$ cat src/rtl/divider_block_57_if.sv
// Handshake bundle for the constant divider: dividend in, quotient/remainder out.
interface divider_block_57_if #(
    parameter int WIDTH = 32,
    parameter int REM_W = 16
);
    logic [WIDTH-1:0] i_data0;
    logic             i_valid;
    logic             o_ready;
    logic [WIDTH-1:0] o_quot;
    logic [REM_W-1:0] o_rem;
    logic             o_exact;
    logic             o_valid;
    logic             i_ready;
    logic             o_busy;

    modport slave (
        input  i_data0, i_valid, i_ready,
        output o_ready, o_quot, o_rem, o_exact, o_valid, o_busy
    );

    modport master (
        output i_data0, i_valid, i_ready,
        input  o_ready, o_quot, o_rem, o_exact, o_valid, o_busy
    );
endinterface

$ cat src/rtl/divider_block_57.sv
// Sequential restoring divider by a fixed constant; data-independent latency of
// WIDTH/BITS_PER_CYCLE cycles, result held in DONE until the consumer takes it.
module divider_block_57 #(
    parameter int WIDTH          = 32,
    parameter int DIVISOR        = 16479,
    parameter int BITS_PER_CYCLE = 1,
    parameter int REM_W          = 16
) (
    input  logic              clk,
    input  logic              rst_n,
    divider_block_57_if.slave bus
);
    localparam int N     = WIDTH / BITS_PER_CYCLE;
    localparam int CNT_W = $clog2(N + 1);
    localparam logic [REM_W-1:0] DIV_R = REM_W'(DIVISOR);

    generate
        if ((WIDTH % BITS_PER_CYCLE) != 0) begin : g_bad_bpc
            $error("divider_block_57: BITS_PER_CYCLE must divide WIDTH");
        end
    endgenerate

    typedef enum logic [1:0] {
        ST_IDLE = 2'd0,
        ST_RUN  = 2'd1,
        ST_DONE = 2'd2
    } state_t;

    state_t           r_state;
    logic [WIDTH-1:0] r_dvd;
    logic [REM_W-1:0] r_rem;
    logic [CNT_W-1:0] r_cnt;
    logic [WIDTH-1:0] r_quot;
    logic [REM_W-1:0] r_rem_out;
    logic             r_exact;
    logic             r_valid;
    logic             r_ready;
    logic             r_busy;

    logic [WIDTH-1:0] w_dvd;
    logic [REM_W-1:0] w_rem;
    logic [REM_W-1:0] w_trial;

    // Restoring steps for one cycle; quotient bits refill the dividend LSBs.
    always_comb begin
        w_dvd   = r_dvd;
        w_rem   = r_rem;
        w_trial = '0;
        for (int k = 0; k < BITS_PER_CYCLE; k++) begin
            // r stays below DIVISOR, so the shifted trial value fits in REM_W bits
            w_trial = {w_rem[REM_W-2:0], w_dvd[WIDTH-1]};
            w_dvd   = {w_dvd[WIDTH-2:0], 1'b0};
            if (w_trial >= DIV_R) begin
                w_rem    = w_trial - DIV_R;
                w_dvd[0] = 1'b1;
            end else begin
                w_rem    = w_trial;
            end
        end
    end

    // Control FSM with working registers and registered outputs.
    always_ff @(posedge clk or negedge rst_n) begin
        if (!rst_n) begin
            r_state   <= ST_IDLE;
            r_dvd     <= '0;
            r_rem     <= '0;
            r_cnt     <= '0;
            r_quot    <= '0;
            r_rem_out <= '0;
            r_exact   <= 1'b0;
            r_valid   <= 1'b0;
            r_ready   <= 1'b1;
            r_busy    <= 1'b0;
        end else begin
            case (r_state)
                ST_IDLE: begin
                    if (bus.i_valid) begin
                        r_dvd   <= bus.i_data0;
                        r_rem   <= '0;
                        r_cnt   <= '0;
                        r_ready <= 1'b0;
                        r_busy  <= 1'b1;
                        r_state <= ST_RUN;
                    end
                end
                ST_RUN: begin
                    r_dvd <= w_dvd;
                    r_rem <= w_rem;
                    r_cnt <= r_cnt + CNT_W'(1);
                    if (r_cnt == CNT_W'(N - 1)) begin
                        r_quot    <= w_dvd;
                        r_rem_out <= w_rem;
                        r_exact   <= (w_rem == '0);
                        r_valid   <= 1'b1;
                        r_state   <= ST_DONE;
                    end
                end
                ST_DONE: begin
                    if (bus.i_ready) begin
                        r_valid <= 1'b0;
                        r_ready <= 1'b1;
                        r_busy  <= 1'b0;
                        r_state <= ST_IDLE;
                    end
                end
                default: begin
                    r_valid <= 1'b0;
                    r_ready <= 1'b1;
                    r_busy  <= 1'b0;
                    r_state <= ST_IDLE;
                end
            endcase
        end
    end

    assign bus.o_ready = r_ready;
    assign bus.o_busy  = r_busy;
    assign bus.o_valid = r_valid;
    assign bus.o_quot  = r_quot;
    assign bus.o_rem   = r_rem_out;
    assign bus.o_exact = r_exact;
endmodule
$ cat src/flat_wrapper.sv
// flat-port wrapper written by rule: the top's interface ports become plain ports
module divider_block_57_flat 
#(
    parameter int WIDTH          = 32,
    parameter int DIVISOR        = 16479,
    parameter int BITS_PER_CYCLE = 1,
    parameter int REM_W          = 16
)
  (clk, rst_n, bus_i_data0, bus_i_valid, bus_i_ready, bus_o_ready, bus_o_quot, bus_o_rem, bus_o_exact, bus_o_valid, bus_o_busy);
  divider_block_57_if #(.WIDTH(WIDTH), .REM_W(REM_W)) bus_i ();
  input  logic clk;
  input  logic rst_n;
  input wire logic [$bits(bus_i.i_data0)-1:0] bus_i_data0;
  input wire logic [$bits(bus_i.i_valid)-1:0] bus_i_valid;
  input wire logic [$bits(bus_i.i_ready)-1:0] bus_i_ready;
  output wire logic [$bits(bus_i.o_ready)-1:0] bus_o_ready;
  output wire logic [$bits(bus_i.o_quot)-1:0] bus_o_quot;
  output wire logic [$bits(bus_i.o_rem)-1:0] bus_o_rem;
  output wire logic [$bits(bus_i.o_exact)-1:0] bus_o_exact;
  output wire logic [$bits(bus_i.o_valid)-1:0] bus_o_valid;
  output wire logic [$bits(bus_i.o_busy)-1:0] bus_o_busy;
  assign bus_i.i_data0 = bus_i_data0;
  assign bus_i.i_valid = bus_i_valid;
  assign bus_i.i_ready = bus_i_ready;
  assign bus_o_ready = bus_i.o_ready;
  assign bus_o_quot = bus_i.o_quot;
  assign bus_o_rem = bus_i.o_rem;
  assign bus_o_exact = bus_i.o_exact;
  assign bus_o_valid = bus_i.o_valid;
  assign bus_o_busy = bus_i.o_busy;
  divider_block_57 #(.WIDTH(WIDTH), .DIVISOR(DIVISOR), .BITS_PER_CYCLE(BITS_PER_CYCLE), .REM_W(REM_W)) u_core (.clk(clk), .rst_n(rst_n), .bus(bus_i));
endmodule
$ cat config.mk
export PLATFORM = sky130hd
export DESIGN_NAME = divider_block_57_flat
export DESIGN_NICKNAME = d
export VERILOG_FILES = /design/src/rtl/divider_block_57_if.sv /design/src/rtl/divider_block_57.sv /design/src/flat_wrapper.sv
export SDC_FILE = /design/constraint.sdc
export NUM_CORES = 1
export LEC_CHECK = 0
export ABC_CLOCK_PERIOD_IN_PS = 6400
export BUFFER_PORTS_ARGS = -buffer_cell sky130_fd_sc_hd__buf_2
export CORE_UTILIZATION = 27
export CTS_CLUSTER_DIAMETER = 150
export DETAILED_ROUTE_END_ITERATION = 10
export GPL_TIMING_DRIVEN = 0
export PLACE_DENSITY = 0.56
export SLEW_MARGIN = 20
export SYNTH_ARGS = -nofsm -noshare
export SYNTH_HDL_FRONTEND = slang
export SYNTH_SLANG_ARGS = --single-unit
$ cat constraint.sdc
create_clock -name clk -period 6.4 [get_ports clk]
set_clock_uncertainty 0.2 [all_clocks]
set_input_delay 0.96 -clock clk [delete_from_list [all_inputs] [get_ports clk]]
set_output_delay 0.96 -clock clk [all_outputs]
set_load 0.05 [all_outputs]
---- Word-level counts from Yosys, hierarchy flattened ----
Cells that the tools add are included.
operators by class
  add/subtract/negate cells ............... 2
  $lt $le $gt $ge ......................... 1
  eq/ne operators ......................... 6
  muxes and demuxes ....................... 20
  bitwise gates (word level) .............. 2
  reductions and logical operators ........ 8
operators by type and width
  kind                                                    count
  one-hot mux 32 bit (2 select lines)                     1
  2-to-1 mux 32 bit                                       1
  one-hot mux 15 bit (2 select lines)                     1
  >= comparator 16 x 15 -> 1 bit (second input constant)  1
  logical NOT 16 bit                                      1
  2-to-1 mux 16 bit                                       1
  subtractor 16 x 15 -> 16 bit (second input constant)    1
  2-to-1 mux 15 bit                                       1
  one-hot mux 6 bit (2 select lines)                      1
  one-hot mux 1 bit (3 select lines)                      3
  AND reduction 3 bit                                     3
  adder 6 x 1 -> 6 bit (second input constant)            1
  == test 6 x 5 -> 1 bit (second input constant)          1
  2-to-1 mux 1 bit                                        6
  2-to-1 mux 2 bit                                        3
  2-to-1 mux 6 bit                                        1
  one-hot mux 2 bit (3 select lines)                      1
  inequality test 2 bit (second input constant)           2
  AND reduction 2 bit                                     2
  == test 2 x 1 -> 1 bit (second input constant)          1
  == test 2 bit (second input constant)                   1
  logical NOT 2 bit                                       1
  inequality test 2 x 1 -> 1 bit (second input constant)  1
  NOT 1 bit                                               2
  nonzero test 2 bit                                      1
storage, ports and cells
  register bits after elaboration ......... 107
  input port bits ......................... 36
  output and inout bits ................... 52
  word-level logic and storage cells ...... 49

---- Logic depth before layout (Yosys ltp) ----
Gate-level depths: netlist of run 1.
  depth in word-level cells ............... 3
  mapped depth ............................ 8
  depth with buffers taken out ............ 7

---- Worst setup path before layout of run 1 ----
Ideal clock, no wire load.
  kind .................................... flip-flop to flip-flop
  start point ............................. register u_core.r_rem[0]
  end point ............................... register u_core.r_exact (netlist: u_core.bus.o_exact)
  library setup time ...................... 0.076 ns
  data arrival time ....................... 2.207 ns
  data required time ...................... 6.124 ns
  slack ................................... 3.916 ns
  cell stages (with the launch flop) ...... 8
  path buffers ............................ 0
  period minus slack after synthesis ...... 2.484 ns
  cells stage by stage .................... dfrtp_1 > ha_1 > a41o_2 > a2111o_1 > and3_4 > a2111oi_4 > nand4b_1 > o21ai_1
between the ends
  longest elaborated chain between the ends .. 3
  elaborated cells on any way between the ends .. 4
  those cells by class .................... add/sub: 1; order compare: 1; mux: 1; reduce/logical: 1
RTL lines
  what                                                                            RTL line                                        source
  from (decl)                                                                     divider_block_57.sv:31                          logic [REM_W-1:0] r_rem;
  from (signal assigned)                                                          divider_block_57.sv:89                          r_rem <= w_rem;
  subtractor 16 x 15 -> 16 bit or >= comparator 16 x 15 -> 1 bit (tied branches)  divider_block_57.sv:54, divider_block_57.sv:53
  2-to-1 mux 16 bit (*)                                                           divider_block_57.sv:53                          if (w_trial >= DIV_R) begin
  logical NOT 16 bit (*)                                                          divider_block_57.sv:94                          r_exact <= (w_rem == '0);
  to (signal assigned)                                                            divider_block_57.sv:94
  to (decl)                                                                       divider_block_57.sv:35                          logic r_exact;
Every way passes the cells marked *; elsewhere a longest branch is shown, timed or not.
A chain may end at the register's enable or synchronous reset.

---- Worst setup path in the final report of run 1 ----
  start point ............................. register u_core.r_dvd[31]
  end point ............................... register u_core.r_rem[11]
between the ends
  longest elaborated chain between the ends .. 3
  elaborated cells on any way between the ends .. 4
  those cells by class .................... add/sub: 1; order compare: 1; mux: 2
RTL lines
  what                                                                            RTL line                                        source
  from (decl)                                                                     divider_block_57.sv:30                          logic [WIDTH-1:0] r_dvd;
  from (signal assigned)                                                          divider_block_57.sv:79                          r_dvd <= bus.i_data0;
  from (signal assigned)                                                          divider_block_57.sv:88                          r_dvd <= w_dvd;
  subtractor 16 x 15 -> 16 bit or >= comparator 16 x 15 -> 1 bit (tied branches)  divider_block_57.sv:54, divider_block_57.sv:53
  2-to-1 mux 16 bit (*)                                                           divider_block_57.sv:53
  one-hot mux 15 bit (2 select lines) (*)                                         divider_block_57.sv:76                          case (r_state)
Marks and branches as above.

==> results_dict.tcl, run 1 <==
set metrics [dict create \
    slew_headroom_pct 55.9 \
    synth_top_area_share_pct 52.4 \
    nNetsFinal 704 \
    power-per-cell-area_nw_per_um2 500 \
    finalMaxSlewViolations 0 \
    grt_pass1_wl_um 22900 \
    start_util_pct 27.9 \
    syn_nets 605 \
    ant_nets 0 \
    grt_pass1_vias 4275 \
    numCtsBuffers 9 \
    cp_num_cells 7 \
    cts_resized 0 \
    area_growth_pct 20.6 \
    cp_top_family "compound AO/OA/AOI/OAI gates" \
    synthCells 567 \
    place.gp.congestion 0.835 \
    place_area_um2 5810 \
    fin_total_pwr_mw 3.05 \
    period_share_pct 45.3 \
    htreeDepth 3 \
    dp_hpwl_um 9650 \
    final_area_um2 6100 \
    p_leak_nw 2.96 \
    n_fill_cell 1916 \
    avgViaCountPerCell 4.76 \
    tightest_slew_ps 661 \
    syn-cell-area_um2 5060 \
    finalNonFillerCells 900 \
    cp_num_buf_inv 0 \
    crit_arrival_ps 2910 \
    synth_most_common_cell "nand2_1" \
    fin_util_pct 33.6 \
    core_area_um2 18100 \
    antenna_found_initial 0 \
    postSynthAreaPerCell_um2 8.92 \
    start_kind "flop" \
    die-area_um2 19300 \
    status "completed" \
    synthFlopType "dfrtp_1" \
    async_flop_share_pct 100 \
    tns_ps 0 \
    synth_largest_area_cell "dfrtp_1" \
    synth_edf_count 0 \
    maxCapViolations 0 \
    insertedDiodeCount 0 \
    worstPathMaxFanout 9 \
    hp-class "flop to flop" \
    critPathKind "flop to flop" \
    cts_hold_buffers 0 \
    yosys_warnings 0 \
    clk_pin_slew_worst_paths_ps 80 \
    setup_viol 0 \
    clk_latency_ps 350 \
    drcViolationCount 0 \
    cts_setup_buffers 0 \
    holdPathStages 2 \
    initialDrtViolationCount 240 \
    seqCellArea_um2 2680 \
    required_ps 6410 \
    wire_per_inst_um 15.2 \
    wl_um 13600 \
    synth_area_leaders "dfrtp_1 (52%), nand2_1 (13%), o21ai_0 (7.1%), and3b_1 (5.4%), a21oi_1 (4.1%)" \
    end_kind "flop" \
    vdd_drop_max_mv 0.206 \
    io_buffers 87 \
    max_freq_ghz 0.345 \
    multi_input_area_um2 2210 \
    hold_viol_final 0 \
    drive_gt1_share_pct 16.7 \
    die_w_um 139 \
    ys_ff_latch 107 \
    num_vias 4287 \
    cts_buffer_depth 2 \
    crit_chain "ha_1 -> a41o_2 -> a2111oi_4 -> nor2_1 -> nand4b_1 -> xor2_1 -> o21ai_0" \
    root_buffer "clkbuf_16" \
    pin_count 88 \
    slowest_stage "a2111oi_4" \
    num_rows 49 \
    overflow 0 \
    tritoncts "yes" \
    fin_crit_ps 2900 \
    grt.total_usage_pct 15.0 \
    rsz0062_at_grt "false" \
    synth-seq-area-share_pct 53.0 \
    grt_start_max_net_pins 78 \
    max_stage_delay_ps 560 \
    ys_types 49 \
    die_h_um 139 \
    yosys-top-cells-count "nand2_1 (175), dfrtp_1 (106), o21ai_0 (72)" \
    dp_cells 884 \
    cts.sinks 107 \
    reg2reg_depth 7 \
    drt_first_pass_iters 7 \
]
## worst reg2reg max path: cells and delay by family, from the launching register on
| family | cells | cell delay (ps) |
|---|---|---|
| AO/OA/AOI/OAI | 3 | 1070 |
| XOR/XNOR | 1 | 270 |
| adder cells (fa/ha/maj) | 1 | 310 |
| flip-flops | 1 | 490 |
| AND/OR/NAND/NOR | 2 | 420 |
## cell type report
cell class              count  area share [%]
plain buffers              40            2.60
clock buffers              12            3.88
clock inverters             4           0.841
inverters                   4           0.246
multi-input cells         416            36.1
flip-flops and latches    107            43.9
well taps                 229            4.70
repair buffers             88            7.69
## stage by stage
step | hold WS, ps | worst slack, ps
after global routing | 300 | 3360
after CTS | 277 | 3560
final | 271 | 3500
after floorplan | 261 | 3920
after global placement | 255 | 2780
after detailed placement | 257 | 3570
## layout by cell type, fill, tap and decap left out, types with 4 or more instances in the layout
cell type	count
o21ai_0	72
dfrtp_1	106
xor2_1	5
nand4_1	5
nand2_1	175
a22o_1	4
clkbuf_16	9
inv_1	4
a21oi_1	41
nor4_1	4
xnor2_1	7
and3b_1	31
nor3_1	5
clkbuf_1	39
nor2_1	16
nand3_1	5
buf_2	87
## logic make-up after synthesis
kind of cell | Yosys count | synth area share [%]
and+or+nand+nor | 262 | 24.6
AOI/OAI and AO/OA | 140 | 16.4
DFF | 107 | 53.0
buffers and inverters | 44 | 3.44
xor gates and xnor gates | 12 | 2.08
adders and majority gates | 2 | 0.495
## sequential cells by signal (all words and copies together) (netlist names)
name                count
u_core.bus.o_busy       1
u_core.bus.o_exact      1
u_core.bus.o_quot      32
u_core.bus.o_ready      1
u_core.bus.o_rem       16
u_core.bus.o_valid      1
u_core.r_cnt            6
u_core.r_dvd           32
u_core.r_rem           15
u_core.r_state          2
## report_power, final
| part | leakage (nW) | internal (mW) | switching (mW) | total [mW] |
|---|---|---|---|---|
| registers | 1.37 | 0.958 | 0.219 | 1.18 |
| clock network | 0.137 | 0.306 | 0.263 | 0.569 |
| logic | 1.45 | 0.389 | 0.913 | 1.30 |
## layer usage
metal	vias to the layer above	global-route usage (%)	share of wire, %
met3	14	3.25	4.4
met1	2044	20.8	50
met4	0	5.73	1.5
li1	2134	-	-
met5	-	0	0
met2	95	22.8	44
## final timing paths
path                                                  from                              end  slack (ps)
max                           u_core.r_dvd[31]$_DFFE_PN0P_     u_core.r_rem[11]$_DFFE_PN0P_        3500
min                        u_core.bus.o_rem[6]$_DFFE_PN0P_  u_core.bus.o_rem[6]$_DFFE_PN0P_         270
max reg2reg                   u_core.r_dvd[31]$_DFFE_PN0P_     u_core.r_rem[11]$_DFFE_PN0P_        3500
min reg2reg                u_core.bus.o_rem[6]$_DFFE_PN0P_  u_core.bus.o_rem[6]$_DFFE_PN0P_         270
max in group asynchronous                            rst_n   u_core.bus.o_ready$_DFFE_PN1P_        5000
min in group asynchronous                            rst_n  u_core.bus.o_rem[1]$_DFFE_PN0P_         290
(Power assumes the default switching activity.)
==> run 2, diff against run 1 <==
--- a/config.mk
+++ b/config.mk
@@ -5,13 +5,13 @@
 export SDC_FILE = /design/constraint.sdc
 export NUM_CORES = 1
 export LEC_CHECK = 0
-export ABC_CLOCK_PERIOD_IN_PS = 6400
+export ABC_CLOCK_PERIOD_IN_PS = 2400
 export BUFFER_PORTS_ARGS = -buffer_cell sky130_fd_sc_hd__buf_2
 export CORE_UTILIZATION = 27
 export CTS_CLUSTER_DIAMETER = 150
 export DETAILED_ROUTE_END_ITERATION = 10
 export GPL_TIMING_DRIVEN = 0
-export PLACE_DENSITY = 0.56
+export PLACE_DENSITY = 0.58
 export SLEW_MARGIN = 20
 export SYNTH_ARGS = -nofsm -noshare
 export SYNTH_HDL_FRONTEND = slang
==> constraint.sdc (replaced) <==
create_clock -name clk -period 2.4 [get_ports clk]
set_clock_uncertainty 0.2 [all_clocks]
set_input_delay 0.36 -clock clk [delete_from_list [all_inputs] [get_ports clk]]
set_output_delay 0.36 -clock clk [all_outputs]
set_load 0.05 [all_outputs]
==> run 2 against run 1 <==
The flow now finishes with violations (setup timing). Die area stayed put. Worst setup slack worse by 3600 ps. Via count is 3.1% higher. Routed wire length is 2.2% higher. First-iteration DRC count is 21% higher. Flip-flop and latch count stayed put. Clock power grew to 2.6 times the previous value. Non-clock buffer count is 13 higher. Cell count is 1.4% higher.
==> results_dict.tcl, run 2 (synthesized netlist as in run 1, its figures left out) <==
set metrics [dict create \
    hp-class "input port to flop" \
    rsz0062_at_grt "true" \
    power-per-cell-area_nw_per_um2 1330 \
    antenna_found_initial 0 \
    n_fill_cell 1907 \
    num_rows 49 \
    cts.sinks 107 \
    slew_headroom_pct 51.7 \
    crit_arrival_ps 2540 \
    vdd_drop_max_mv 0.580 \
    cts_buffer_depth 2 \
    holdPathStages 3 \
    place.gp.congestion 0.836 \
    cp_num_cells 7 \
    start_util_pct 27.9 \
    cp_num_buf_inv 1 \
    crit_chain "or4_4 -> a2111oi_4 -> buf_4 -> nor4_1 -> or3_1 -> o2111ai_2 -> o21ai_1" \
    finalMaxSlewViolations 0 \
    pin_count 88 \
    htreeDepth 3 \
    avgViaCountPerCell 4.84 \
    wl_um 13900 \
    io_buffers 87 \
    fin_util_pct 34.8 \
    slowest_stage "or4_4" \
    end_kind "flop" \
    maxCapViolations 0 \
    fin_crit_ps 2490 \
    die_w_um 139 \
    final_area_um2 6310 \
    tritoncts "yes" \
    final_cell_mix "nand2_1 (175), dfrtp_1 (100), buf_2 (89)" \
    p_leak_nw 3.06 \
    worstPathMaxFanout 4 \
    max_freq_ghz 0.401 \
    clk_latency_ps 360 \
    drcViolationCount 0 \
    grt.total_usage_pct 14.9 \
    ant_nets 0 \
    numCtsBuffers 9 \
    insertedDiodeCount 0 \
    cp_top_family "simple AND/OR/NAND/NOR gates" \
    wire_per_inst_um 15.3 \
    die-area_um2 19300 \
    drt_first_pass_iters 6 \
    violations "setup timing" \
    num_vias 4421 \
    die_h_um 139 \
    max_stage_delay_ps 560 \
    clk_pin_slew_worst_paths_ps 80 \
    fin_total_pwr_mw 8.42 \
    overflow 0 \
    area_growth_pct 24.7 \
    final_common_cell "nand2_1" \
    critPathKind "flop to flop" \
    required_ps 2450 \
    status "complete, but fails checks" \
    place_area_um2 5820 \
    nNetsFinal 717 \
    hold_viol_final 0 \
    start_kind "flop" \
    core_area_um2 18100 \
    period_share_pct 104 \
    setup_viol 1 \
    initialDrtViolationCount 290 \
    pre_cts_slack_ps -421 \
    grt_pass1_wl_um 22800 \
    drive_gt1_share_pct 21.9 \
    grt_pass1_vias 4285 \
    dp_hpwl_um 9630 \
    tightest_slew_ps 723 \
    root_buffer "clkbuf_16" \
    grt_start_max_net_pins 77 \
    layout_setup_ws_ps -91.4 \
    reg2reg_depth 7 \
]
[run 2: cell count changes in the layout (fill, tap and decap cells not counted), sizes merged]
cell	delta
buf	+15
bufinv	-1
clkbuf	-6
clkinv	+1
dlygate4sd3	+1
inv	+3
[run 2: metrics by stage]
step / std cells / setup TNS [ps] / hold WS (ps)
after floorplan: 567 / 0 / -136
after global placement: 883 / -74890 / 254
after detailed placement: 884 / -13200 / 71.2
after CTS: 910 / -128 / 32.0
after global routing: 913 / -847 / 71.3
final: 913 / -91.4 / 45.6
[run 2: worst register-to-register path: stages, from the launching register on]
cell and delay [ps]:
dfrtp_1 400, or4_4 560, a2111oi_4 410, buf_4 200, nor4_1 50, or3_1 400, o2111ai_2 90, o21ai_1 70
[run 2: where the power goes]
| group | internal, mW | switching, mW | total (mW) |
|---|---|---|---|
| Sequential | 2.56 | 0.618 | 3.18 |
| Clock | 0.725 | 0.753 | 1.48 |
| Combinational | 1.22 | 2.55 | 3.76 |
[run 2: cell type report]
class                      count  area (um2)  share of cell area [%]
buffer                        36         143                    2.26
clock buffer                   9         225                    3.57
clock inverter                 7        57.6                   0.912
inverter                       4        15.0                   0.238
multi-input combinational    416        2300                    36.4
sequential                   107        2690                    42.6
tap                          229         287                    4.54
timing repair buffer         105         599                    9.50
[run 2: path summary, 6_finish.rpt]
check	from	end	slack, ps
worst max-delay path	u_core.r_rem[7]$_DFFE_PN0P_	u_core.bus.o_exact$_DFFE_PN0P_	-90
worst min-delay path	bus_i_ready	u_core.bus.o_ready$_DFFE_PN1P_	50
worst max register to register	u_core.r_rem[7]$_DFFE_PN0P_	u_core.bus.o_exact$_DFFE_PN0P_	-90
worst min register to register	u_core.bus.o_quot[18]$_DFFE_PN0P_	u_core.bus.o_quot[18]$_DFFE_PN0P_	270
max in group asynchronous	rst_n	u_core.bus.o_ready$_DFFE_PN1P_	1060
min in group asynchronous	rst_n	u_core.bus.o_rem[5]$_DFFE_PN0P_	260
[run 2: timing repair]
action,4_1_cts,5_1_grt
hold buffers,1,0
pin swaps,7,17
setup endpoints to repair,50,23
endpoints found under the hold margin,31,0
buffers inserted,10,6
resized for setup,10,29
[run 2: per-layer routing]
layer / track usage [%] / vias up / part of all wire, %
met2: 22.5 / 110 / 45
met1: 21.0 / 2133 / 48
met5: 0 / - / 0
met4: 4.15 / 0 / 1.2
li1: - / 2164 / -
met3: 3.90 / 14 / 5.6
